===== src/rtl/pipe_ctrl_pkg.sv =====
// Shared types for the pipeline hazard controller: scoreboard entry
// layout, forwarding-select width helper and the register-file select code.
package pipe_ctrl_pkg;

    localparam int MAX_AW = 8;
    localparam int FWD_RF = 0;

    typedef logic [MAX_AW-1:0] reg_t;

    typedef struct packed {
        logic valid;
        logic wr;
        reg_t dst;
        logic load;
    } entry_t;

    function automatic int sel_w(input int stages);
        return $clog2(stages + 1);
    endfunction

endpackage


===== src/rtl/src_match.sv =====
// Youngest-match priority encoder for one source operand against the
// scoreboard stages 1..STAGES-1 (WB is covered by RF write-through).
module src_match
    import pipe_ctrl_pkg::*;
#(
    parameter int STAGES = 4,
    parameter int SEL_W  = 3
) (
    input  logic                en,
    input  reg_t                src,
    input  entry_t [STAGES-1:1] sb,
    output logic                hit,
    output logic [SEL_W-1:0]    sel,
    output logic                load
);

    // Walk oldest to youngest so the youngest match is written last.
    always_comb begin
        hit  = 1'b0;
        sel  = '0;
        load = 1'b0;
        for (int k = STAGES - 1; k >= 1; k--) begin
            if (en && sb[k].valid && sb[k].wr && sb[k].dst == src) begin
                hit  = 1'b1;
                sel  = SEL_W'(k);
                load = sb[k].load;
            end
        end
    end

endmodule


===== src/rtl/pipe_hazard_ctrl.sv =====
// Scoreboard-based hazard unit: stall, flush, forwarding selects,
// retire information and performance counters for the in-order pipeline.
module pipe_hazard_ctrl
    import pipe_ctrl_pkg::*;
#(
    parameter int REG_AW   = 2,
    parameter int STAGES   = 4,
    parameter int BR_STAGE = 2,
    parameter bit FWD_EN   = 1'b1,
    parameter int CNT_W    = 16
) (
    input  logic                       clock,
    input  logic                       reset,
    input  logic                       dec_valid,
    input  logic                       dec_src1_en,
    input  logic                       dec_src2_en,
    input  logic [REG_AW-1:0]          dec_src1,
    input  logic [REG_AW-1:0]          dec_src2,
    input  logic                       dec_dst_en,
    input  logic [REG_AW-1:0]          dec_dst,
    input  logic                       dec_is_load,
    input  logic                       br_taken,
    input  logic                       cnt_clear,
    output logic                       stall,
    output logic                       issue,
    output logic                       flush,
    output logic [sel_w(STAGES)-1:0]   fwd_sel1,
    output logic [sel_w(STAGES)-1:0]   fwd_sel2,
    output logic [STAGES-1:0]          stage_valid,
    output logic                       retire_valid,
    output logic [REG_AW-1:0]          retire_dst,
    output logic [CNT_W-1:0]           cycle_cnt,
    output logic [CNT_W-1:0]           stall_cnt,
    output logic [CNT_W-1:0]           flush_cnt,
    output logic [CNT_W-1:0]           retire_cnt
);

    localparam int SEL_W = sel_w(STAGES);

    entry_t [STAGES:1] sb_q, sb_d;
    logic [CNT_W-1:0]  cyc_q, cyc_d, stl_q, stl_d;
    logic [CNT_W-1:0]  fls_q, fls_d, ret_q, ret_d;

    logic             hit1, hit2, ld1, ld2, lu1, lu2, raw;
    logic [SEL_W-1:0] sel1, sel2;

    // Stale IR fields during a bubble must never match.
    src_match #(.STAGES(STAGES), .SEL_W(SEL_W)) u_m1 (
        .en   (dec_valid & dec_src1_en),
        .src  (reg_t'(dec_src1)),
        .sb   (sb_q[STAGES-1:1]),
        .hit  (hit1),
        .sel  (sel1),
        .load (ld1)
    );

    src_match #(.STAGES(STAGES), .SEL_W(SEL_W)) u_m2 (
        .en   (dec_valid & dec_src2_en),
        .src  (reg_t'(dec_src2)),
        .sb   (sb_q[STAGES-1:1]),
        .hit  (hit2),
        .sel  (sel2),
        .load (ld2)
    );

    always_comb begin
        lu1      = hit1 && (sel1 == SEL_W'(1)) && ld1;
        lu2      = hit2 && (sel2 == SEL_W'(1)) && ld2;
        raw      = FWD_EN ? (lu1 || lu2) : (hit1 || hit2);
        flush    = br_taken;
        stall    = raw && !br_taken;
        issue    = dec_valid && !stall && !flush;
        fwd_sel1 = FWD_EN ? sel1 : SEL_W'(FWD_RF);
        fwd_sel2 = FWD_EN ? sel2 : SEL_W'(FWD_RF);
    end

    always_comb begin
        sb_d = '0;
        if (issue) begin
            sb_d[1] = '{valid: 1'b1, wr: dec_dst_en,
                        dst: reg_t'(dec_dst), load: dec_is_load};
        end
        for (int k = 2; k <= STAGES; k++) begin
            sb_d[k] = sb_q[k-1];
            if (br_taken && (k - 1) < BR_STAGE) sb_d[k] = '0;
        end
    end

    always_comb begin
        cyc_d = cnt_clear ? '0 : cyc_q + CNT_W'(1);
        stl_d = cnt_clear ? '0 : stl_q + CNT_W'(stall);
        fls_d = cnt_clear ? '0 : fls_q + CNT_W'(flush);
        ret_d = cnt_clear ? '0 : ret_q + CNT_W'(sb_q[STAGES].valid);
    end

    always_ff @(posedge clock) begin
        if (reset) begin
            sb_q  <= '0;
            cyc_q <= '0;
            stl_q <= '0;
            fls_q <= '0;
            ret_q <= '0;
        end else begin
            sb_q  <= sb_d;
            cyc_q <= cyc_d;
            stl_q <= stl_d;
            fls_q <= fls_d;
            ret_q <= ret_d;
        end
    end

    always_comb begin
        stage_valid = '0;
        for (int k = 1; k <= STAGES; k++) stage_valid[k-1] = sb_q[k].valid;
    end

    logic unused_bits;
    assign unused_bits = ^{sb_q[STAGES].load, sb_q[STAGES].dst};

    assign retire_valid = sb_q[STAGES].valid & sb_q[STAGES].wr;
    assign retire_dst   = sb_q[STAGES].dst[REG_AW-1:0];
    assign cycle_cnt    = cyc_q;
    assign stall_cnt    = stl_q;
    assign flush_cnt    = fls_q;
    assign retire_cnt   = ret_q;

endmodule


===== config.mk =====
export PLATFORM = sky130hd
export DESIGN_NAME = pipe_hazard_ctrl
export DESIGN_NICKNAME = d
export VERILOG_FILES = /design/src/rtl/pipe_ctrl_pkg.sv /design/src/rtl/src_match.sv /design/src/rtl/pipe_hazard_ctrl.sv
export SDC_FILE = /design/constraint.sdc
export NUM_CORES = 1
export LEC_CHECK = 0
export ABC_AREA = 1
export BUFFER_PORTS_ARGS = -buffer_cell sky130_fd_sc_hd__buf_2
export CORE_UTILIZATION = 57
export DETAILED_ROUTE_END_ITERATION = 8
export PLACE_DENSITY = 0.94
export SYNTH_ARGS = -nofsm -noshare
export SYNTH_HDL_FRONTEND = slang
export SYNTH_SLANG_ARGS = --single-unit

===== constraint.sdc =====
create_clock -name clock -period 4.5 [get_ports clock]
set_input_delay 0.225 -clock clock [delete_from_list [all_inputs] [get_ports clock]]
set_output_delay 0.225 -clock clock [all_outputs]
set_load 0.01 [all_outputs]

After elaboration in Yosys (flattened, before gate mapping)
Cells that the tools add are included.
{"block": "totals", "reg_bits": 101, "latchBits": 0, "ramBits": 0, "rom_bits": 0, "in_bits": 15, "output_inout_bits": 80, "word_cells": 86, "mem_count": 0}
{"block": "op_classes", "add_sub_neg": 4, "n_mul": 0, "n_div": 0, "order_cmp": 0, "n_eq_ne": 8, "shift": 0, "mux": 19, "bitwise": 4, "n_reduce_logical": 31}
{"cell": "adder 16 x 1 -> 16 bit", "count": 3}
{"cell": "== test 8 x 2 -> 1 bit", "count": 6}
{"cell": "logical AND 1 bit", "count": 25}
{"cell": "adder 16 x 1 -> 16 bit, second input constant", "count": 1}
{"cell": "two-way mux 1 bit", "count": 12}
{"cell": "two-way mux 2 bit", "count": 6}
{"cell": "two-way mux 11 bit", "count": 1}
{"cell": "== test 3 x 1 -> 1 bit, second input constant", "count": 2}
{"cell": "OR reduction 2 bit", "count": 3}
{"cell": "AND 1 bit", "count": 3}
{"cell": "logical NOT 1 bit", "count": 2}
{"cell": "logical OR 1 bit", "count": 1}
{"cell": "inverter 1 bit", "count": 1}

Depth between registers and ports, before layout
{"block": "logic_depth", "depth_word": 17, "mapped_depth": 16, "mapped_depth_nobuf": 16}

By module
Synthesis repeated with hierarchy kept, for this count alone.
{"block": "hier_totals", "cells_unflattened": 746, "area_unflattened_um2": 4797.1}
{"module": "pipe_hazard_ctrl", "n_inst": 1, "cells_each": 558, "area_each_um2": 3866.2, "seq_area_each_um2": 1661.6}
{"module": "src_match", "n_inst": 2, "cells_each": 94, "area_each_um2": 465.4, "seq_area_each_um2": 0.0}

Worst setup path before layout
Ideal clock, no wire load.
{"block": "synth_path", "kind": "reg-to-reg", "start": "reg sb_q, in the netlist stage_valid[0]", "end": "reg stl_q[10] (netlist: stall_cnt[10])", "setup_time_ps": 128, "t_arrival_ps": 1910, "required_ps": 4372, "path_slack_ps": 2462, "stages_incl_launch_ff": 16, "path_buffers": 0, "period_less_slack_ps": 2038, "path_cell_list": "dfxtp_1 nand2_1 nor2_1 nand3_1 nand2_1 nand2_1 nor2_1 ha_1 ha_1 nand3_1 inv_1 nand2_1 nor2_1 nand2_1 nand2_1 nor2_1"}
{"block": "synth_via", "elab_chain_len": 10, "elab_cells_between_ends": 21, "classes_between": "add/sub (1); eq/ne (2); mux (6); reduce/logical (12)"}
{"item": "from (decl)", "line_no": "pipe_hazard_ctrl.sv:40", "text": "entry_t [STAGES:1] sb_q, sb_d;"}
{"item": "from (signal assigned)", "line_no": "pipe_hazard_ctrl.sv:98", "text": "sb_q <= '0;"}
{"item": "from (signal assigned)", "line_no": "pipe_hazard_ctrl.sv:104", "text": "sb_q <= sb_d;"}
{"item": "logical AND 1 bit (3 in series)", "line_no": "src_match.sv:23", "text": "if (en && sb[k].valid && sb[k].wr && sb[k].dst == src) begin"}
{"item": "two-way mux 2 bit", "line_no": "src_match.sv:23"}
{"item": "== test 3 x 1 -> 1 bit (on tied branches)", "line_no": "pipe_hazard_ctrl.sv:67, pipe_hazard_ctrl.sv:68"}
{"item": "logical AND 1 bit (on tied branches) (2 in series)", "line_no": "pipe_hazard_ctrl.sv:67, pipe_hazard_ctrl.sv:68"}
{"item": "logical OR 1 bit *", "line_no": "pipe_hazard_ctrl.sv:69", "text": "raw = FWD_EN ? (lu1 || lu2) : (hit1 || hit2);"}
{"item": "logical AND 1 bit *", "line_no": "pipe_hazard_ctrl.sv:71", "text": "stall = raw && !br_taken;"}
{"item": "via stall", "line_no": "pipe_hazard_ctrl.sv:24", "text": "output logic stall,"}
{"item": "adder 16 x 1 -> 16 bit *", "line_no": "pipe_hazard_ctrl.sv:91", "text": "stl_d = cnt_clear ? '0 : stl_q + CNT_W'(stall);"}
{"item": "to (signal assigned)", "line_no": "pipe_hazard_ctrl.sv:106", "text": "stl_q <= stl_d;"}
{"item": "to (decl)", "line_no": "pipe_hazard_ctrl.sv:41", "text": "logic [CNT_W-1:0] cyc_q, cyc_d, stl_q, stl_d;"}
Mark *: on every way through the listed nets, which the timed path passes. The rest lies on a longest branch.
A chain may end at the register's enable or synchronous reset.

Worst setup path after layout
{"block": "layout_path", "start": "reg sb_q[1] (netlist bit)", "end": "reg stl_q[10] (netlist: stall_cnt[10])"}
{"block": "layout_via", "elab_chain_len": 9, "elab_cells_between_ends": 19, "classes_between": "add/sub (1); eq/ne (4); mux (6); reduce/logical (8)"}
{"item": "== test 8 x 2 -> 1 bit", "line_no": "src_match.sv:23"}
{"item": "logical AND 1 bit", "line_no": "src_match.sv:23"}
{"item": "two-way mux 2 bit", "line_no": "src_match.sv:23"}
{"item": "== test 3 x 1 -> 1 bit (on tied branches)", "line_no": "pipe_hazard_ctrl.sv:67, pipe_hazard_ctrl.sv:68"}
{"item": "logical AND 1 bit (on tied branches) (2 in series)", "line_no": "pipe_hazard_ctrl.sv:67, pipe_hazard_ctrl.sv:68"}
{"item": "logical OR 1 bit *", "line_no": "pipe_hazard_ctrl.sv:69"}
{"item": "logical AND 1 bit *", "line_no": "pipe_hazard_ctrl.sv:71"}
{"item": "adder 16 x 1 -> 16 bit *", "line_no": "pipe_hazard_ctrl.sv:91"}
Mark *: on every way between the ends. The rest lies on a longest branch, timed or not.

==> run_results.csv <==
group,metric,value,unit
yosys,synth_edf_count,0,
yosys,syn_inst,538,
worst_setup_path,cp_common_cell,"nand2_1",
grt,grt_pass1_vias,3399,
drt,vias_per_cell,5.336,
floorplan,die-area,7080,sq um
drt,routed_wl,8595,microns
yosys,ys_warn_count,0,
worst_setup_path,cp_cell_sequence,"xnor2_1 -> nand3_1 -> nand2_1 -> nand2_1 -> nor2_1 -> ha_1 -> ha_1 -> nand3_1 -> inv_1 -> nand2_1 -> nor2_1 -> nand2_1 -> nand2_1 -> nor2_1",
power,switchingPower,0.2844,mW
power,seq_power_share,56.0,%
power,leakagePower,1.869,nW
timing,finalHoldViolations,0,
yosys,synth_top_cell_by_area,"dfxtp_1",
worst_setup_path,slowest_stage,"dfxtp_1",
drt,drt_iter0_drc,223,
drt,drc_errors,12,
drt,postRouteAntennaNets,0,
floorplan,io_pins,95,
power,irDropWorstVdd,225.7,uV
yosys,synthTopCellsByCount,"98 x nand2_1, 82 x inv_1, 81 x dfxtp_1",
placement,placed_area,4319,sq um
worst_setup_path,crit_type,"reg2reg",
timing,grt_setup_unrepaired,"no",
drt,via_count,3783,
timing,holdWs,0.09186,ns
placement,hpwlAfterDp,6467,microns
yosys,async_reset_ff_share,0,%
worst_setup_path,path_max_fanout,4,
grt,antenna_found_initial,0,
finish,area_growth,17.40,%
finish,drive_above_1_share,20.25,%
run_status,status,"finished, violations left",
finish,fillers,530,
clock_tree,cts.sinks,81,
floorplan,coreArea,6422,sq um
clock_tree,ctsLongestPathBuffers,2,
finish,n_antenna_cell,0,
worst_setup_path,worst_setup_path_end_kind,"register",
power,powerDensity,285.7,nW/um^2
floorplan,start_util,59.89,%
clock_tree,cts_buffers,9,
finish,nNetsFinal,649,
yosys,synth-seq-cells,81,
power,p_int,1.006,mW
worst_setup_path,path_buf_inv,1,
clock_tree,cts_tree,"yes",
yosys,synth.area.top_cells,"dfxtp_1 42%, nand2_1 9.6%, inv_1 8.0%",
floorplan,die_y,84.15,microns
clock_tree,clk_pin_slew,0.08,ns
power,comb_power_share,3.6,%
clock_tree,holdBufCountCts,0,
drt,dr.pass1.iters,9,
worst_setup_path,crit_required,4.71,ns
finish,design_area,4516,sq um
timing,max_freq,448.7,MHz
timing,finalCritPeriodShare,49.52,%
worst_setup_path,worstPathArrival,2.44,ns
finish,fin_util,70.31,%
grt,grt_pass1_wl,14400,microns
floorplan,placementRows,29,
power,power.share.clock,40.4,%
power,p_sw_share,22.04,%
yosys,synth_area,3846,sq um
timing,worst-slew-pin-transition,1.051,ns
timing,skew,0.009775,ns
clock_tree,clockRootBuffer,"clkbuf_8",
yosys,synth_seq_area_share,42.16,%
floorplan,fp.dieW,84.15,microns
worst_hold_path,hp-class,"in2reg",
timing,setup_viol_count_final,0,
clock_tree,cts_resized,0,
grt,track_usage,24.91,%
placement,io_buffer_count,92,
yosys,synth_cell_types,32,
yosys,yosysMostFrequentCell,"nand2_1",
grt,grt_max_degree,37,
grt,grt_remaining_overflow,0,
timing,fin_setup_tns,0,ns
worst_setup_path,cp_top_family,"simple AND/OR/NAND/NOR gates",
yosys,synth_top_cell_area_share,42.16,%
run_status,violations,"DRC",
clock_tree,clock_latency,0.34,ns
run,drv_cap,0,
yosys,syn_avg_cell_area,7.149,sq um
timing,slew_viol_final,0,
clock_tree,post_cts.repair.setup_buffers,0,
worst_setup_path,cpPeakStageDelay,0.40,ns
timing,slew_headroom,29.49,%
placement,gp_congestion,0.8882,
yosys,synth_ff_type,"dfxtp_1",
timing,fin_crit,2.229,ns
drt,post_drt_wl_per_cell,12.12,microns
worst_setup_path,critPathLaunchType,"register",
clock_tree,cts_htree_levels,3,
==> power groups by stage <==
stage	Sequential [mW]	Clock (mW)	Combinational (mW)
finish	0.723	0.521	0.0467
global placement	0.739	0	0.0453
global route	0.723	0.563	0.0537
floorplan	0.740	0	0.0310
detailed placement	0.740	0	0.0469
CTS	0.723	0.530	0.0470
==> registers in the layout, indices dropped and copies added (netlist names) <==
name and flops:
cycle_cnt 16, stage_valid 4, sb_d 6, retire_cnt 16, flush_cnt 16, sb_q 5, retire_dst 2, stall_cnt 16
==> stage by stage <==
stage               cells  worst slack [ns]  power (mW)
finish                709             2.271       1.290
global route          709             1.960       1.340
CTS                   709             2.260       1.299
detailed placement    693             2.094      0.7864
global placement      693             2.167      0.7847
floorplan             539             2.462      0.7708
==> layout by cell type (no fill, tap or decap), types with 2 or more instances in the layout <==
cell and instances:
xnor2_1 9, nand2_1 98, buf_2 92, ha_1 7, dfxtp_1 81, clkinvlp_4 2
a21boi_0 2, a31oi_1 2, inv_1 82, nand4_1 21, nor3_4 3, nor3_1 13
clkbuf_8 10, o21ai_0 24, clkinv_2 2, nand2_2 3, nor3_2 5, nor3b_1 3
conb_1 2, nand3_2 2, nor2_4 4, a21oi_1 41, nand3_1 32, nor2_1 79
==> final timing paths <==
path	startpoint	depth (start not counted)	endpoint	slack, ns
worst max-delay path	sb_q[1]	14	stall_cnt[10]	2.27
worst min-delay path	dec_dst[1]	3	sb_q[2]	0.09
worst max register to register	sb_q[1]	14	stall_cnt[10]	2.27
worst min register to register	sb_d[42]	2	sb_q[42]	0.42
==> routing by layer <==
metal  up-vias  share of wire [%]  global-route usage, %
met5         -                  0                      0
met4         0                1.7                  11.91
met3        18                5.2                  4.031
met2       119                 51                  43.29
met1      1753                 42                  30.13
li1       1893                  -                      -
==> area by class of cell <==
type / instances / area [sq um] / share of cell area (%)
tap: 77 / 96.34 / 2.134
multi-input combinational: 359 / 1822 / 40.34
clock inverter: 5 / 55.05 / 1.219
sequential: 81 / 1622 / 35.91
inverter: 83 / 311.5 / 6.899
clock buffer: 11 / 141.4 / 3.131
timing repair buffer: 93 / 467.9 / 10.36
==> cells by family after synthesis <==
| group | synth area share, % |
|---|---|
| other | 0.09750 |
| buffers and inverters | 10.64 |
| flip-flops | 42.16 |
| AO/OA/AOI/OAI | 9.727 |
| AND/OR/NAND/NOR | 32.82 |
| adder cells (fa/ha/maj) | 2.277 |
| XOR/XNOR | 2.277 |
==> tightest hold or removal path: stages <==
cell and delay (ns):
buf_2 0.09, inv_1 0.04, nor2_1 0.03
Power figures use the tool's default switching activity.
